File: config.mk
export PLATFORM = sky130hd
export DESIGN_NAME = ps2_keyboard_rx_flat
export DESIGN_NICKNAME = d
export VERILOG_FILES = /design/src/rtl/ps2_keyboard_rx_pkg.sv /design/src/rtl/ps2_keyboard_rx_if.sv /design/src/rtl/ps2_keyboard_rx_frame_rx.sv /design/src/rtl/ps2_keyboard_rx.sv /design/src/flat_wrapper.sv
export SDC_FILE = /design/constraint.sdc
export NUM_CORES = 1
export LEC_CHECK = 0
export BUFFER_PORTS_ARGS = -buffer_cell sky130_fd_sc_hd__buf_2
export CORE_MARGIN = 2
export CORE_UTILIZATION = 55
export CTS_BUF_LIST = sky130_fd_sc_hd__clkbuf_8
export CTS_CLUSTER_DIAMETER = 60
export DETAILED_ROUTE_END_ITERATION = 8
export HOLD_SLACK_MARGIN = 0.15
export PLACE_DENSITY = 0.77
export SYNTH_ARGS = -nofsm -noshare
export SYNTH_HDL_FRONTEND = slang
export SYNTH_SLANG_ARGS = --single-unit
export TNS_END_PERCENT = 20
File: constraint.sdc
create_clock -name clk -period 1.8 [get_ports clk]
set_input_delay 0.18 -clock clk [delete_from_list [all_inputs] [get_ports clk]]
set_output_delay 0.18 -clock clk [all_outputs]
set_load 0.01 [all_outputs]
File: src/rtl/ps2_keyboard_rx_pkg.sv
// Shared types and constants for the PS/2 keyboard receiver: frame FSM states,
// scan-code set 2 values and the held-key flag layout.
package ps2_pkg;

    typedef enum logic [1:0] {
        ST_IDLE,
        ST_DATA,
        ST_PARITY,
        ST_STOP
    } frame_state_e;

    localparam logic [7:0] SC_EXT   = 8'hE0;
    localparam logic [7:0] SC_BRK   = 8'hF0;
    localparam logic [7:0] SC_W     = 8'h1D;
    localparam logic [7:0] SC_S     = 8'h1B;
    localparam logic [7:0] SC_A     = 8'h1C;
    localparam logic [7:0] SC_D     = 8'h23;
    localparam logic [7:0] SC_UP    = 8'h75;
    localparam logic [7:0] SC_DOWN  = 8'h72;
    localparam logic [7:0] SC_LEFT  = 8'h6B;
    localparam logic [7:0] SC_RIGHT = 8'h74;

    localparam int NUM_KEYS = 8;
    localparam logic [2:0] KEY_P1_UP    = 3'd0;
    localparam logic [2:0] KEY_P1_DOWN  = 3'd1;
    localparam logic [2:0] KEY_P1_LEFT  = 3'd2;
    localparam logic [2:0] KEY_P1_RIGHT = 3'd3;
    localparam logic [2:0] KEY_P2_UP    = 3'd4;
    localparam logic [2:0] KEY_P2_DOWN  = 3'd5;
    localparam logic [2:0] KEY_P2_LEFT  = 3'd6;
    localparam logic [2:0] KEY_P2_RIGHT = 3'd7;

    typedef struct packed {
        logic       hit;
        logic [2:0] idx;
    } key_hit_t;

    // Keypad codes share values with the arrows, so the E0 prefix must match too.
    function automatic key_hit_t key_lookup(input logic ext, input logic [7:0] sc);
        key_hit_t r;
        r.hit = 1'b1;
        r.idx = KEY_P1_UP;
        if (!ext) begin
            case (sc)
                SC_W:    r.idx = KEY_P1_UP;
                SC_S:    r.idx = KEY_P1_DOWN;
                SC_A:    r.idx = KEY_P1_LEFT;
                SC_D:    r.idx = KEY_P1_RIGHT;
                default: r.hit = 1'b0;
            endcase
        end else begin
            case (sc)
                SC_UP:    r.idx = KEY_P2_UP;
                SC_DOWN:  r.idx = KEY_P2_DOWN;
                SC_LEFT:  r.idx = KEY_P2_LEFT;
                SC_RIGHT: r.idx = KEY_P2_RIGHT;
                default:  r.hit = 1'b0;
            endcase
        end
        return r;
    endfunction

endpackage

File: src/rtl/ps2_keyboard_rx_if.sv
// Bundle of PS/2 line inputs and decoded keyboard outputs; the receiver is the
// slave, the board/test side is the master.
interface ps2_kbd_if;
    logic       ps2_clk;
    logic       ps2_data;
    logic [7:0] code;
    logic       code_valid;
    logic       parity_err;
    logic       frame_err;
    logic       p1_up;
    logic       p1_down;
    logic       p1_left;
    logic       p1_right;
    logic       p2_up;
    logic       p2_down;
    logic       p2_left;
    logic       p2_right;

    modport master (
        output ps2_clk, ps2_data,
        input  code, code_valid, parity_err, frame_err,
        input  p1_up, p1_down, p1_left, p1_right,
        input  p2_up, p2_down, p2_left, p2_right
    );

    modport slave (
        input  ps2_clk, ps2_data,
        output code, code_valid, parity_err, frame_err,
        output p1_up, p1_down, p1_left, p1_right,
        output p2_up, p2_down, p2_left, p2_right
    );
endinterface

File: src/rtl/ps2_keyboard_rx_frame_rx.sv
// PS/2 device-to-host frame receiver: line synchronizers, clock glitch filter,
// 11-bit frame FSM with odd-parity/stop checking and an inter-bit timeout.
module ps2_frame_rx
    import ps2_pkg::*;
#(
    parameter int FILTER_LEN     = 8,
    parameter int TIMEOUT_CYCLES = 20000
) (
    input  logic       clk,
    input  logic       reset,
    input  logic       ps2_clk_i,
    input  logic       ps2_data_i,
    output logic [7:0] code_o,
    output logic       code_valid_o,
    output logic       parity_err_o,
    output logic       frame_err_o
);

    localparam int FCW     = $clog2(FILTER_LEN + 1);
    localparam int TCW_RAW = $clog2(TIMEOUT_CYCLES + 1);
    localparam int TCW     = (TCW_RAW < 18) ? 18 : TCW_RAW;
    localparam logic [FCW-1:0] FCNT_MAX = FCW'(FILTER_LEN - 1);
    localparam logic [TCW-1:0] TMO_MAX  = TCW'(TIMEOUT_CYCLES - 1);

    logic [1:0]     clk_s_q, dat_s_q;
    logic           filt_q, filt_d;
    logic [FCW-1:0] fcnt_q, fcnt_d;
    frame_state_e   state_q, state_d;
    logic [2:0]     bitcnt_q, bitcnt_d;
    logic [7:0]     shreg_q, shreg_d;
    logic           par_q, par_d;
    logic [TCW-1:0] tmo_q, tmo_d;
    logic [7:0]     code_q, code_d;
    logic           cv_q, pe_q, fe_q;

    logic fall_w, timeout_w, dat_w;
    logic good_w, perr_w, ferr_w;

    assign dat_w = dat_s_q[1];

    // Filtered level flips only after FILTER_LEN consecutive differing samples.
    always_comb begin
        filt_d = filt_q;
        fcnt_d = '0;
        if (clk_s_q[1] != filt_q) begin
            if (fcnt_q == FCNT_MAX) begin
                filt_d = clk_s_q[1];
            end else begin
                fcnt_d = fcnt_q + 1'b1;
            end
        end
    end

    assign fall_w    = filt_q & ~filt_d;
    assign timeout_w = (state_q != ST_IDLE) && !fall_w && (tmo_q == TMO_MAX);

    always_ff @(posedge clk) begin
        if (!reset) state_q <= ST_IDLE;
        else        state_q <= state_d;
    end

    always_comb begin
        state_d = state_q;
        if (timeout_w) begin
            state_d = ST_IDLE;
        end else if (fall_w) begin
            case (state_q)
                ST_IDLE:   if (!dat_w) state_d = ST_DATA;
                ST_DATA:   if (bitcnt_q == 3'd7) state_d = ST_PARITY;
                ST_PARITY: state_d = ST_STOP;
                ST_STOP:   state_d = ST_IDLE;
                default:   state_d = ST_IDLE;
            endcase
        end
    end

    // A bad stop bit outranks a parity failure.
    always_comb begin
        good_w = 1'b0;
        perr_w = 1'b0;
        ferr_w = 1'b0;
        if (timeout_w) begin
            ferr_w = 1'b1;
        end else if (fall_w && state_q == ST_STOP) begin
            if (!dat_w)                   ferr_w = 1'b1;
            else if (!(^{shreg_q, par_q})) perr_w = 1'b1;
            else                          good_w = 1'b1;
        end
    end

    always_comb begin
        bitcnt_d = bitcnt_q;
        shreg_d  = shreg_q;
        par_d    = par_q;
        tmo_d    = (state_q == ST_IDLE || fall_w) ? '0 : tmo_q + 1'b1;
        code_d   = good_w ? shreg_q : code_q;
        if (fall_w && !timeout_w) begin
            case (state_q)
                ST_IDLE:   bitcnt_d = '0;
                ST_DATA: begin
                    shreg_d  = {dat_w, shreg_q[7:1]};
                    bitcnt_d = bitcnt_q + 3'd1;
                end
                ST_PARITY: par_d = dat_w;
                default:   ;
            endcase
        end
    end

    // Sync flops and filter idle high so reset release never fakes a fall.
    always_ff @(posedge clk) begin
        if (!reset) begin
            clk_s_q  <= 2'b11;
            dat_s_q  <= 2'b11;
            filt_q   <= 1'b1;
            fcnt_q   <= '0;
            bitcnt_q <= '0;
            shreg_q  <= '0;
            par_q    <= 1'b0;
            tmo_q    <= '0;
            code_q   <= '0;
            cv_q     <= 1'b0;
            pe_q     <= 1'b0;
            fe_q     <= 1'b0;
        end else begin
            clk_s_q  <= {clk_s_q[0], ps2_clk_i};
            dat_s_q  <= {dat_s_q[0], ps2_data_i};
            filt_q   <= filt_d;
            fcnt_q   <= fcnt_d;
            bitcnt_q <= bitcnt_d;
            shreg_q  <= shreg_d;
            par_q    <= par_d;
            tmo_q    <= tmo_d;
            code_q   <= code_d;
            cv_q     <= good_w;
            pe_q     <= perr_w;
            fe_q     <= ferr_w;
        end
    end

    assign code_o       = code_q;
    assign code_valid_o = cv_q;
    assign parity_err_o = pe_q;
    assign frame_err_o  = fe_q;

endmodule

File: src/rtl/ps2_keyboard_rx.sv
// PS/2 keyboard receiver top: frame reception plus scan-code set 2 decoding of
// E0/F0 prefixes into eight held-key flags for the paddle controls.
module ps2_keyboard_rx
    import ps2_pkg::*;
#(
    parameter int FILTER_LEN     = 8,
    parameter int TIMEOUT_CYCLES = 20000
) (
    input  logic     clk,
    input  logic     reset,
    ps2_kbd_if.slave bus
);

    logic [7:0]          code_w;
    logic                cv_w, pe_w, fe_w;
    logic                ext_q, ext_d;
    logic                brk_q, brk_d;
    logic [NUM_KEYS-1:0] keys_q, keys_d;
    key_hit_t            hit_w;

    ps2_frame_rx #(
        .FILTER_LEN     (FILTER_LEN),
        .TIMEOUT_CYCLES (TIMEOUT_CYCLES)
    ) u_frame (
        .clk          (clk),
        .reset        (reset),
        .ps2_clk_i    (bus.ps2_clk),
        .ps2_data_i   (bus.ps2_data),
        .code_o       (code_w),
        .code_valid_o (cv_w),
        .parity_err_o (pe_w),
        .frame_err_o  (fe_w)
    );

    assign hit_w = key_lookup(ext_q, code_w);

    // Errors drop any pending prefix but keep held keys.
    always_comb begin
        ext_d  = ext_q;
        brk_d  = brk_q;
        keys_d = keys_q;
        if (pe_w || fe_w) begin
            ext_d = 1'b0;
            brk_d = 1'b0;
        end else if (cv_w) begin
            if (code_w == SC_EXT) begin
                ext_d = 1'b1;
            end else if (code_w == SC_BRK) begin
                brk_d = 1'b1;
            end else begin
                if (hit_w.hit) keys_d[hit_w.idx] = ~brk_q;
                ext_d = 1'b0;
                brk_d = 1'b0;
            end
        end
    end

    always_ff @(posedge clk) begin
        if (!reset) begin
            ext_q  <= 1'b0;
            brk_q  <= 1'b0;
            keys_q <= '0;
        end else begin
            ext_q  <= ext_d;
            brk_q  <= brk_d;
            keys_q <= keys_d;
        end
    end

    assign bus.code       = code_w;
    assign bus.code_valid = cv_w;
    assign bus.parity_err = pe_w;
    assign bus.frame_err  = fe_w;
    assign bus.p1_up      = keys_q[KEY_P1_UP];
    assign bus.p1_down    = keys_q[KEY_P1_DOWN];
    assign bus.p1_left    = keys_q[KEY_P1_LEFT];
    assign bus.p1_right   = keys_q[KEY_P1_RIGHT];
    assign bus.p2_up      = keys_q[KEY_P2_UP];
    assign bus.p2_down    = keys_q[KEY_P2_DOWN];
    assign bus.p2_left    = keys_q[KEY_P2_LEFT];
    assign bus.p2_right   = keys_q[KEY_P2_RIGHT];

endmodule
File: src/flat_wrapper.sv
// flat-port wrapper written by rule: the top's interface ports become plain ports
module ps2_keyboard_rx_flat import ps2_pkg::*;
#(
    parameter int FILTER_LEN     = 8,
    parameter int TIMEOUT_CYCLES = 20000
)
  (clk, reset, bus_ps2_clk, bus_ps2_data, bus_code, bus_code_valid, bus_parity_err, bus_frame_err, bus_p1_up, bus_p1_down, bus_p1_left, bus_p1_right, bus_p2_up, bus_p2_down, bus_p2_left, bus_p2_right);
  ps2_kbd_if bus_i ();
  input  logic clk;
  input  logic reset;
  input wire logic [$bits(bus_i.ps2_clk)-1:0] bus_ps2_clk;
  input wire logic [$bits(bus_i.ps2_data)-1:0] bus_ps2_data;
  output wire logic [$bits(bus_i.code)-1:0] bus_code;
  output wire logic [$bits(bus_i.code_valid)-1:0] bus_code_valid;
  output wire logic [$bits(bus_i.parity_err)-1:0] bus_parity_err;
  output wire logic [$bits(bus_i.frame_err)-1:0] bus_frame_err;
  output wire logic [$bits(bus_i.p1_up)-1:0] bus_p1_up;
  output wire logic [$bits(bus_i.p1_down)-1:0] bus_p1_down;
  output wire logic [$bits(bus_i.p1_left)-1:0] bus_p1_left;
  output wire logic [$bits(bus_i.p1_right)-1:0] bus_p1_right;
  output wire logic [$bits(bus_i.p2_up)-1:0] bus_p2_up;
  output wire logic [$bits(bus_i.p2_down)-1:0] bus_p2_down;
  output wire logic [$bits(bus_i.p2_left)-1:0] bus_p2_left;
  output wire logic [$bits(bus_i.p2_right)-1:0] bus_p2_right;
  assign bus_i.ps2_clk = bus_ps2_clk;
  assign bus_i.ps2_data = bus_ps2_data;
  assign bus_code = bus_i.code;
  assign bus_code_valid = bus_i.code_valid;
  assign bus_parity_err = bus_i.parity_err;
  assign bus_frame_err = bus_i.frame_err;
  assign bus_p1_up = bus_i.p1_up;
  assign bus_p1_down = bus_i.p1_down;
  assign bus_p1_left = bus_i.p1_left;
  assign bus_p1_right = bus_i.p1_right;
  assign bus_p2_up = bus_i.p2_up;
  assign bus_p2_down = bus_i.p2_down;
  assign bus_p2_left = bus_i.p2_left;
  assign bus_p2_right = bus_i.p2_right;
  ps2_keyboard_rx #(.FILTER_LEN(FILTER_LEN), .TIMEOUT_CYCLES(TIMEOUT_CYCLES)) u_core (.clk(clk), .reset(reset), .bus(bus_i));
endmodule
==> summary.md <==
| Metric | Value |
|---|---|
| FFs w/ async S/R, synth | `0` |
| # diodes | `0` |
| Worst path required time | `2.03 ns` |
| Synth area leader | `dfxtp_1` |
| Worst slew margin | `0.535` |
| # H-tree levels | `3` |
| Clock Sinks | `62` |
| CTS root buf | `clkbuf_8` |
| Die Y | `75.7 um` |
| IO Pins | `23` |
| Synth area leaders | `dfxtp_1, nor2_1, mux2i_1` |
| Vias in the first global route | `1946` |
| Initial cell density of the core | `0.560` |
| CP startpoint kind | `register` |
| Ratio of cells with drive above 1 in the final layout | `0.219` |
| Max-Cap Viols | `0` |
| Highest metal used | `met4` |
| Final Instance Area | `0.00338 sq mm` |
| Largest net degree at the start of global routing | `26` |
| Top cell type's share of synthesized area | `0.440` |
| Setup Total Neg Slack | `0 ns` |
| Ys flop type | `dfxtp_1` |
| GRT overflow | `0` |
| Worst-path fanout max | `4` |
| Port Buffers | `22` |
| Clk_skew | `0.00854 ns` |
| Count leader, synth | `dfxtp_1` |
| Worst slew pin tran | `0.696 ns` |
| WS Path Type | `reg2reg` |
| Initial antenna violation count | `0` |
| Final hold vios | `0` |
| F_max | `0.570 GHz` |
| CP Capture Type | `register` |
| Worst min path class | `in2reg` |
| Die W | `75.7 um` |
| First-pass GRT wire length | `8690 um` |
| Most common library cells after synthesis | `dfxtp_1, nor2_1, nand2_1, mux2i_1, xnor2_1` |
| Static Leak | `1.24 nW` |
| Met3 routed WL | `212 um` |
| Sequential fraction of the synthesis area | `0.440` |
| Detail Placement HPWL | `3740 um` |
| Max stage delay on crit path | `0.38 ns` |
| Post-Syn Instances | `304` |
| WP data arrival | `1.98 ns` |
| # nets final | `350` |
| Clock Path Buffers | `2` |
| RSZ-0062 raised after global routing | `yes` |
| Power Dens Cells | `771 mW/mm^2` |
| Total routing usage reported by global routing | `0.204` |
| Status | `finished clean` |
| CP Launch Point | `u_core.u_frame.tmo_q[0]$_SDFF_PP0_` |
| Mapped cell area | `0.00282 sq mm` |
| Area grow syn2layout | `19.8%` |
| Cts bufs inserted | `9` |
| Core Box Area | `0.00504 sq mm` |
| RePlAce Congestion | `0.908` |
| Net Count, Synth | `316` |
| Hold Startpoint | `reset` |
| Number of synthesized flops with an enable pin | `0` |
| Standard-cell rows | `26` |
| Register bit total from synthesis | `62` |
| TritonRoute pass-1 iters | `4` |
| Post-route ant nets | `0` |
| CP max-delay cell | `dfxtp_1` |
| Die area | `0.00572 sq mm` |
| Setup Viol. Count Final | `0` |
| Slew Viols, Final | `0` |
| DR WL/cell | `13.4 um` |
| Drt drc | `0` |
| Fin crit period | `1.75 ns` |
| Synthesized area per cell | `9.29 sq um` |
| Skew-Pair Late Insertion Delay | `0.34 ns` |
| Vias | `2207` |
| CTS tree | `yes` |
| Routed wire length | `5540 um` |
| Reg clk slew, reported paths | `0.07 ns` |
| DP Area | `0.00306 sq mm` |
| Netlist cell types | `47` |
| Final period util | `0.975` |
| VDD IR max | `0.597 mV` |
| Finished Core Util | `0.671` |
| M1 WL | `2570 um` |
| Met2 Wirelength | `2670 um` |
| Reg-to-reg startpoint | `u_core.u_frame.tmo_q[0]$_SDFF_PP0_` |
| Ys Warns | `0` |
| DR iter-0 viols | `128` |
| Vias per cell | `5.34` |
| CP Cell Sequence | `ha_1 > buf_4 > and4_1 > nand4_1 > nor4_2 > nand2b_4 > nor2_1` |
## critical path: cells and delay by family, from the launching register on
kind                       cells  cell delay [ns]
adders and majority gates      1             0.19
DFF                            1             0.38
buffers and inverters          1             0.13
and+or+nand+nor                5             0.96
## worst paths after layout
path | slack (ns) | depth (start not counted) | to
setup / recovery | 0.05 | 7 | u_core.u_frame.state_q[1]$_SDFFE_PP0P_
hold / removal | 0.27 | 3 | u_core.u_frame.filt_q$_SDFF_PN1_
setup reg to reg | 0.05 | 7 | u_core.u_frame.state_q[1]$_SDFFE_PP0P_
hold reg to reg | 0.40 | 1 | u_core.u_frame.dat_s_q[1]$_SDFF_PN1_
## where the power goes
group	internal (W)	switching [W]	total, W
combinational	0.0000172	0.0000266	0.0000439
clock	0.000628	0.000546	0.00117
sequential	0.00138	0.0000111	0.00139
total	0.00202	0.000584	0.00261
## repair_timing
action                     in CTS  in global routing
setup endpoints to repair       4                 32
setup buffers                   0                  1
hold buffers                    2                  0
gates cloned                    0                  0
hold endpoints to repair        2                  0
pin swaps                       0                  3
resized for setup               1                 23
## layout make-up
| cell class | instances | area [sq um] |
|---|---|---|
| Clock inverter | 7 | 66.3 |
| Clock buffer | 9 | 124 |
| Inverter | 10 | 37.5 |
| Sequential cell | 62 | 1250 |
| Multi-Input combinational cell | 221 | 1580 |
| Timing Repair Buffer | 34 | 238 |
| Tap cell | 70 | 87.6 |
| Fill cell | 405 | 1660 |
## layout by cell type, fill, tap and decap left out, types with 8 or more instances in the layout
master    synthesis  final
nor2_1           51     51
nand2_1          24     24
xnor2_1          18     18
dfxtp_1          62     56
xor2_1            8      8
inv_1            10     11
clkbuf_8          0      9
mux2i_1          19     19
nand3_1          12     12
buf_2             4     22
## per-layer routing
layer	track usage	up-vias
met5	0	-
met1	0.251	1025
met4	0.0936	0
met3	0.0582	10
met2	0.332	51
li1	-	1121
## sequential cells by signal, indices dropped and copies added (netlist names)
signal	cells
u_core.u_frame.frame_err_o	1
u_core.u_frame.clk_s_q	2
u_core.brk_q	1
u_core.u_frame.shreg_q	8
u_core.keys_q	8
u_core.u_frame.code_o	8
u_core.u_frame.tmo_q	18
u_core.u_frame.parity_err_o	1
u_core.u_frame.fcnt_q	4
u_core.u_frame.par_q	1
u_core.u_frame.code_valid_o	1
u_core.u_frame.bitcnt_q	3
u_core.ext_q	1
u_core.u_frame.dat_s_q	2
u_core.u_frame.state_q	2
u_core.u_frame.filt_q	1
## stage by stage
step	instances	setup WS [ns]	hold WS [ns]	power (W)
4_1_cts	412	-0.0125	0.249	0.00262
6_report	413	0.0459	0.267	0.00261
3_5_place_dp	394	0.00908	0.365	0.00146
5_1_grt	413	-0.0353	0.287	0.00270
3_3_place_gp	394	0.0769	0.363	0.00146
2_1_floorplan	304	0.0555	0.281	0.00144
## cell families (layout without fill, tap and decap cells)
logic type | count (synthesis) | after routing | synth area share
simple gates | 139 | 139 | 0.268
flops | 62 | 62 | 0.440
fa+ha+maj | 8 | 8 | 0.0354
buf+inv | 21 | 60 | 0.0310
xor+xnor | 28 | 28 | 0.0948
compound gates | 27 | 27 | 0.0638
mux | 19 | 19 | 0.0673
Note: power is estimated with default switching activity, not from simulation.
